### src/rtl/seg_scan_driver_if.sv
// Bundle of display-side signals for the four-digit 7-segment scan driver.
// The master drives the BCD digits and display controls and observes the LED lines.
interface seg_scan_driver_if;
  logic [7:0] bcd_min;
  logic [7:0] bcd_sec;
  logic [3:0] blink_en;
  logic       lz_sup;
  logic       colon_on;
  logic [3:0] an_n;
  logic [6:0] seg_n;
  logic       dp_n;
  logic       frame_done;

  modport master (
    output bcd_min, bcd_sec, blink_en, lz_sup, colon_on,
    input  an_n, seg_n, dp_n, frame_done
  );

  modport slave (
    input  bcd_min, bcd_sec, blink_en, lz_sup, colon_on,
    output an_n, seg_n, dp_n, frame_done
  );
endinterface

### src/rtl/seg_scan_driver.sv
// Multiplexed MM:SS 7-segment driver with anti-ghosting blanking, per-digit blink
// and leading-zero suppression. Inputs are snapshotted once per frame.
module seg_scan_driver #(
  parameter int SCAN_DIV     = 1000,
  parameter int GHOST_CYC    = 4,
  parameter int BLINK_FRAMES = 64
) (
  input logic             clk,
  input logic             rst_n,
  seg_scan_driver_if.slave bus
);

  localparam int CNT_W = $clog2(SCAN_DIV);
  localparam int FRM_W = (BLINK_FRAMES > 1) ? $clog2(BLINK_FRAMES) : 1;
  localparam logic [CNT_W-1:0] CNT_LAST  = CNT_W'(SCAN_DIV - 1);
  localparam logic [CNT_W-1:0] CNT_GHOST = CNT_W'(GHOST_CYC);
  localparam logic [FRM_W-1:0] FRM_LAST  = FRM_W'(BLINK_FRAMES - 1);

  typedef enum logic [1:0] {DIG0, DIG1, DIG2, DIG3} digitT;

  digitT            digit_q, digit_d;
  logic [CNT_W-1:0] cnt_q, cnt_d;
  logic [FRM_W-1:0] frameCnt_q, frameCnt_d;
  logic             blinkPhase_q, blinkPhase_d;

  logic [7:0]       snapMin_q, snapMin_d;
  logic [7:0]       snapSec_q, snapSec_d;
  logic [3:0]       snapBlink_q, snapBlink_d;
  logic             snapLz_q, snapLz_d;
  logic             snapColon_q, snapColon_d;

  logic [3:0]       an_q, an_d;
  logic [6:0]       seg_q, seg_d;
  logic             dp_q, dp_d;
  logic             frameDone_q, frameDone_d;

  logic             cntLast;
  logic             frameEnd;
  logic [3:0]       nibble;
  logic             blanked;
  logic             anodeOn;

  function automatic logic [6:0] decodeNibble(input logic [3:0] n);
    logic [6:0] s;
    case (n)
      4'd0:    s = 7'h40;
      4'd1:    s = 7'h79;
      4'd2:    s = 7'h24;
      4'd3:    s = 7'h30;
      4'd4:    s = 7'h19;
      4'd5:    s = 7'h12;
      4'd6:    s = 7'h02;
      4'd7:    s = 7'h78;
      4'd8:    s = 7'h00;
      4'd9:    s = 7'h10;
      default: s = 7'h3F;
    endcase
    return s;
  endfunction

  always_ff @(posedge clk or negedge rst_n) begin
    if (!rst_n) begin
      digit_q      <= DIG0;
      cnt_q        <= '0;
      frameCnt_q   <= '0;
      blinkPhase_q <= 1'b0;
      snapMin_q    <= '0;
      snapSec_q    <= '0;
      snapBlink_q  <= '0;
      snapLz_q     <= 1'b0;
      snapColon_q  <= 1'b0;
      an_q         <= 4'hF;
      seg_q        <= 7'h7F;
      dp_q         <= 1'b1;
      frameDone_q  <= 1'b0;
    end else begin
      digit_q      <= digit_d;
      cnt_q        <= cnt_d;
      frameCnt_q   <= frameCnt_d;
      blinkPhase_q <= blinkPhase_d;
      snapMin_q    <= snapMin_d;
      snapSec_q    <= snapSec_d;
      snapBlink_q  <= snapBlink_d;
      snapLz_q     <= snapLz_d;
      snapColon_q  <= snapColon_d;
      an_q         <= an_d;
      seg_q        <= seg_d;
      dp_q         <= dp_d;
      frameDone_q  <= frameDone_d;
    end
  end

  // Scan sequencing, frame-coherent snapshot and blink phase.
  always_comb begin
    cntLast      = (cnt_q == CNT_LAST);
    frameEnd     = cntLast && (digit_q == DIG3);
    digit_d      = digit_q;
    cnt_d        = cntLast ? '0 : cnt_q + CNT_W'(1);
    frameCnt_d   = frameCnt_q;
    blinkPhase_d = blinkPhase_q;
    snapMin_d    = snapMin_q;
    snapSec_d    = snapSec_q;
    snapBlink_d  = snapBlink_q;
    snapLz_d     = snapLz_q;
    snapColon_d  = snapColon_q;

    if (cntLast) begin
      case (digit_q)
        DIG0:    digit_d = DIG1;
        DIG1:    digit_d = DIG2;
        DIG2:    digit_d = DIG3;
        default: digit_d = DIG0;
      endcase
    end

    if (frameEnd) begin
      if (frameCnt_q == FRM_LAST) begin
        frameCnt_d   = '0;
        blinkPhase_d = ~blinkPhase_q;
      end else begin
        frameCnt_d = frameCnt_q + FRM_W'(1);
      end
    end

    if ((digit_q == DIG0) && (cnt_q == '0)) begin
      snapMin_d   = bus.bcd_min;
      snapSec_d   = bus.bcd_sec;
      snapBlink_d = bus.blink_en;
      snapLz_d    = bus.lz_sup;
      snapColon_d = bus.colon_on;
    end
  end

  // Output image for the next cycle; the anode is off during ghost cycles and blanking.
  always_comb begin
    case (digit_q)
      DIG0:    nibble = snapSec_q[3:0];
      DIG1:    nibble = snapSec_q[7:4];
      DIG2:    nibble = snapMin_q[3:0];
      default: nibble = snapMin_q[7:4];
    endcase

    blanked = (snapBlink_q[digit_q] && blinkPhase_q) ||
              ((digit_q == DIG3) && snapLz_q && (nibble == 4'd0));
    anodeOn = (cnt_q >= CNT_GHOST) && !blanked;

    an_d        = 4'hF;
    seg_d       = 7'h7F;
    dp_d        = 1'b1;
    frameDone_d = frameEnd;

    if (anodeOn) begin
      an_d[digit_q] = 1'b0;
      seg_d         = decodeNibble(nibble);
      dp_d          = !((digit_q == DIG2) && snapColon_q);
    end
  end

  assign bus.an_n       = an_q;
  assign bus.seg_n      = seg_q;
  assign bus.dp_n       = dp_q;
  assign bus.frame_done = frameDone_q;

endmodule

### src/flat_wrapper.sv
// flat-port wrapper written by rule: the top's interface ports become plain ports
module seg_scan_driver_flat 
#(
  parameter int SCAN_DIV     = 1000,
  parameter int GHOST_CYC    = 4,
  parameter int BLINK_FRAMES = 64
)
  (clk, rst_n, bus_bcd_min, bus_bcd_sec, bus_blink_en, bus_lz_sup, bus_colon_on, bus_an_n, bus_seg_n, bus_dp_n, bus_frame_done);
  seg_scan_driver_if bus_i ();
  input logic clk;
  input logic rst_n;
  input wire logic [$bits(bus_i.bcd_min)-1:0] bus_bcd_min;
  input wire logic [$bits(bus_i.bcd_sec)-1:0] bus_bcd_sec;
  input wire logic [$bits(bus_i.blink_en)-1:0] bus_blink_en;
  input wire logic [$bits(bus_i.lz_sup)-1:0] bus_lz_sup;
  input wire logic [$bits(bus_i.colon_on)-1:0] bus_colon_on;
  output wire logic [$bits(bus_i.an_n)-1:0] bus_an_n;
  output wire logic [$bits(bus_i.seg_n)-1:0] bus_seg_n;
  output wire logic [$bits(bus_i.dp_n)-1:0] bus_dp_n;
  output wire logic [$bits(bus_i.frame_done)-1:0] bus_frame_done;
  assign bus_i.bcd_min = bus_bcd_min;
  assign bus_i.bcd_sec = bus_bcd_sec;
  assign bus_i.blink_en = bus_blink_en;
  assign bus_i.lz_sup = bus_lz_sup;
  assign bus_i.colon_on = bus_colon_on;
  assign bus_an_n = bus_i.an_n;
  assign bus_seg_n = bus_i.seg_n;
  assign bus_dp_n = bus_i.dp_n;
  assign bus_frame_done = bus_i.frame_done;
  seg_scan_driver #(.SCAN_DIV(SCAN_DIV), .GHOST_CYC(GHOST_CYC), .BLINK_FRAMES(BLINK_FRAMES)) u_core (.clk(clk), .rst_n(rst_n), .bus(bus_i));
endmodule
### config.mk
export PLATFORM = sky130hd
export DESIGN_NAME = seg_scan_driver_flat
export DESIGN_NICKNAME = d
export VERILOG_FILES = /design/src/rtl/seg_scan_driver_if.sv /design/src/rtl/seg_scan_driver.sv /design/src/flat_wrapper.sv
export SDC_FILE = /design/constraint.sdc
export NUM_CORES = 1
export LEC_CHECK = 0
export CAP_MARGIN = 0
export CORE_ASPECT_RATIO = 0.5
export CORE_UTILIZATION = 57
export DETAILED_ROUTE_END_ITERATION = 10
export GPL_TIMING_DRIVEN = 0
export PLACE_DENSITY_LB_ADDON = 0.12
export SLEW_MARGIN = 20
export SYNTH_ARGS = -nofsm -noshare
export SYNTH_HDL_FRONTEND = slang
export SYNTH_SLANG_ARGS = --single-unit
### constraint.sdc
create_clock -name clk -period 3.68 [get_ports clk]
set_input_delay 1.104 -clock clk [delete_from_list [all_inputs] [get_ports clk]]
set_output_delay 1.104 -clock clk [all_outputs]
set_load 0.01 [all_outputs]
==> impl_metrics.env <==
export IMPL_synth_warnings=0
export IMPL_htree_levels=2
export IMPL_grt_pass1_wl_um=8040
export IMPL_drive_gt1_share_pct=19.4
export IMPL_antenna_cells=0
export IMPL_fin_crit_ps=3160
export IMPL_ioPinCount=37
export IMPL_arrival_ps=3360
export IMPL_grt_max_degree=55
export IMPL_startpoint="u_core.digit_q[0]"
export IMPL_synth_area_top_cells="dfrtp_1, dfstp_2, mux2_2"
export IMPL_syn2layout_area_growth_pct=21.2
export IMPL_cts_sinks=54
export IMPL_yosysSeqAreaShare_pct=55.2
export IMPL_r2r_setup_slack_ps=520
export IMPL_io_buffers=36
export IMPL_synth_nets=243
export IMPL_wl_per_cell_um=15.4
export IMPL_ant_nets=0
export IMPL_netlist_area_um2=2470
export IMPL_first_pass_iters=4
export IMPL_r2r_start="u_core.digit_q[0]"
export IMPL_vdd_drop_max_mv=0.203
export IMPL_maxCapViolCount=0
export IMPL_p_leak_nw=1.30
export IMPL_slew_viol_final=0
export IMPL_die_x_um=95.2
export IMPL_drc_errors=0
export IMPL_clockRootBuffer="clkbuf_8"
export IMPL_setup_viol=0
export IMPL_netlist_area_leader_share_pct=42.5
export IMPL_routed_wl_um=4700
export IMPL_dieArea_um2=4620
export IMPL_worstSetupPathType="reg -> reg"
export IMPL_yosysUniqueCellTypes=35
export IMPL_crit_path_start_kind="flop"
export IMPL_tns_ps=0
export IMPL_rsz0062_at_grt="false"
export IMPL_end_kind="flop"
export IMPL_clock_skew_ps=4.87
export IMPL_routed_via_count=1740
export IMPL_initial_utilization_pct=61.5
export IMPL_post_cts_buffers=0
export IMPL_period_share_pct=85.8
export IMPL_hpwl_um=3280
export IMPL_slew_limit_headroom_pct=46.7
export IMPL_core_um2=4020
export IMPL_ys_ff_latch=54
export IMPL_worstPathMaxFanout=10
export IMPL_final_hold_violation_count=0
export IMPL_initialDrtViolationCount=87
export IMPL_netlist_instances=208
export IMPL_hold_path_class="reg -> reg"
export IMPL_power_mw=1.07
export IMPL_grtUsageTotal_pct=23.3
export IMPL_avgSynthCellArea_um2=11.9
export IMPL_cts_tree="yes"
export IMPL_die_h_um=48.6
export IMPL_clkLatencyLatePin_ps=310
export IMPL_cts_resized=0
export IMPL_via_per_inst=5.69
export IMPL_antenna_found_initial=0
export IMPL_whs_path_depth=1
export IMPL_clk_transition_reported_paths_ps=100
export IMPL_gp_congestion=0.843
export IMPL_overflow=0
export IMPL_outcome="completed"
export IMPL_endpoint="u_core.bus.seg_n[5]"
export IMPL_fmax_ghz=0.317
export IMPL_crit_required_ps=3880
export IMPL_placementRows=16
export IMPL_yosys_area_top_type="dfrtp_1"
export IMPL_cts_hold_buf=0
export IMPL_nNetsFinal=286
export IMPL_grt_pass1_vias=1721
export IMPL_worst_slew_pin_slew_ps=777
export IMPL_r2r_end="u_core.bus.seg_n[5]"
export IMPL_powerDensity_nw_per_um2=357
export IMPL_cts_buffers_inserted=5
export IMPL_cts_buffer_depth=2
export IMPL_rr_worst_depth=10
[layout by cell type, fill, tap and decap left out, types with 2 or more instances in the layout]
master and count:
buf_2 3, a21oi_1 4, mux2i_1 5, dfstp_2 12
and3_1 5, a211oi_1 3, a22oi_1 2, or3_1 2
a21o_1 2, dfrtp_1 42, mux2_2 24, inv_1 15
o21ai_0 12, clkbuf_8 6, a222oi_1 3, xor2_1 6
nand2_1 13, ha_1 11, nand4_1 5, xnor2_1 3
nor2_1 10, clkdlybuf4s50_1 35, clkbuf_1 3, nand3_1 10
[area by class of cell]
class,count,area (µm²)
timing repair buffer,36,358
inverter,15,56.3
clock buffer,6,82.6
clock inverter,2,16.3
sequential,54,1370
tap,54,67.6
multi-input combinational,133,1020
buffer,6,26.3
fill,283,1030
[flip-flops by register name, summed over array words and instances, names as in the netlist, 2 cells and up]
register / count
u_core.bus.an_n: 4
u_core.snapMin_q: 8
u_core.frameCnt_q: 6
u_core.snapBlink_q: 4
u_core.cnt_q: 10
u_core.bus.seg_n: 7
u_core.snapSec_q: 8
u_core.digit_q: 2
[critical path, cell delays in order, from the launching register on]
cell and delay, ps:
dfrtp_1 460, inv_1 130, ha_1 330, a222oi_1 170
mux2i_1 610, inv_1 170, ha_1 240, nand3_1 100
o311a_1 240, clkbuf_1 380, o21ai_0 210
[cells in the mapped netlist (all sizes together)]
cell / number
a211oi: 3
o311a: 1
nor3b: 1
mux2i: 5
inv: 15
a31oi: 1
a22o: 1
a21o: 2
xnor2: 3
buf: 3
a222oi: 3
nand3: 10
a22oi: 2
o21ai: 12
dfrtp: 42
mux4: 1
or3: 2
o311ai: 1
clkbuf: 3
nand2: 13
nor3: 1
o21bai: 1
nand4: 5
and2: 1
dfstp: 12
mux2: 24
nor2b: 1
nor2: 10
ha: 11
or4b: 1
xor2: 6
and4: 1
a21oi: 4
nor4: 1
and3: 5
[cells by family after synthesis]
family | count (synthesis) | synth area share, %
muxes | 30 | 13.9
and+or+nand+nor | 52 | 10.6
buffers and inverters | 21 | 3.34
AOI/OAI and AO/OA | 31 | 8.24
DFF | 54 | 55.2
adders and majority gates | 11 | 5.56
xor gates and xnor gates | 9 | 3.19
[routing by layer]
layer  vias up  GRT usage [%]  wire (µm)
met5         -              0          0
met4         0           5.81         36
met3         6           5.82        194
met2        38           37.3       2280
met1       879           32.1       2190
li1        817              -          -
[per-stage QoR]
step                util, %  worst slack, ps  cell area [µm²]  instances  hold WS [ps]
CTS                    74.5              529             3000        306           426
floorplan                 -             1330             2470        208           396
detailed placement     72.0              630             2900        298           412
global placement       72.1             9.92             2900        298           411
global route           74.5              250             3000        306           470
finish                 74.5              523             3000        306           420
[report_power, final]
part           switching, mW  internal [mW]  leakage, nW  total (mW)
Clock                  0.203          0.155       0.0478       0.358
Combinational         0.0372         0.0492        0.607      0.0864
Sequential           0.00861          0.616        0.647       0.625
Total                  0.249          0.821         1.30        1.07
[worst min-delay path by stage]
stage | endpoint | startpoint | slack, ps
after CTS | u_core.bus.dp_n | u_core.snapColon_q | 430
final | u_core.bus.dp_n | u_core.snapColon_q | 420
after global routing | u_core.bus.dp_n | u_core.snapColon_q | 470
after global placement | u_core.bus.dp_n | u_core.snapColon_q | 410
after detailed placement | u_core.bus.dp_n | u_core.snapColon_q | 410
after floorplan | u_core.bus.dp_n | u_core.snapColon_q | 400
Power figures use the tool's default switching activity.
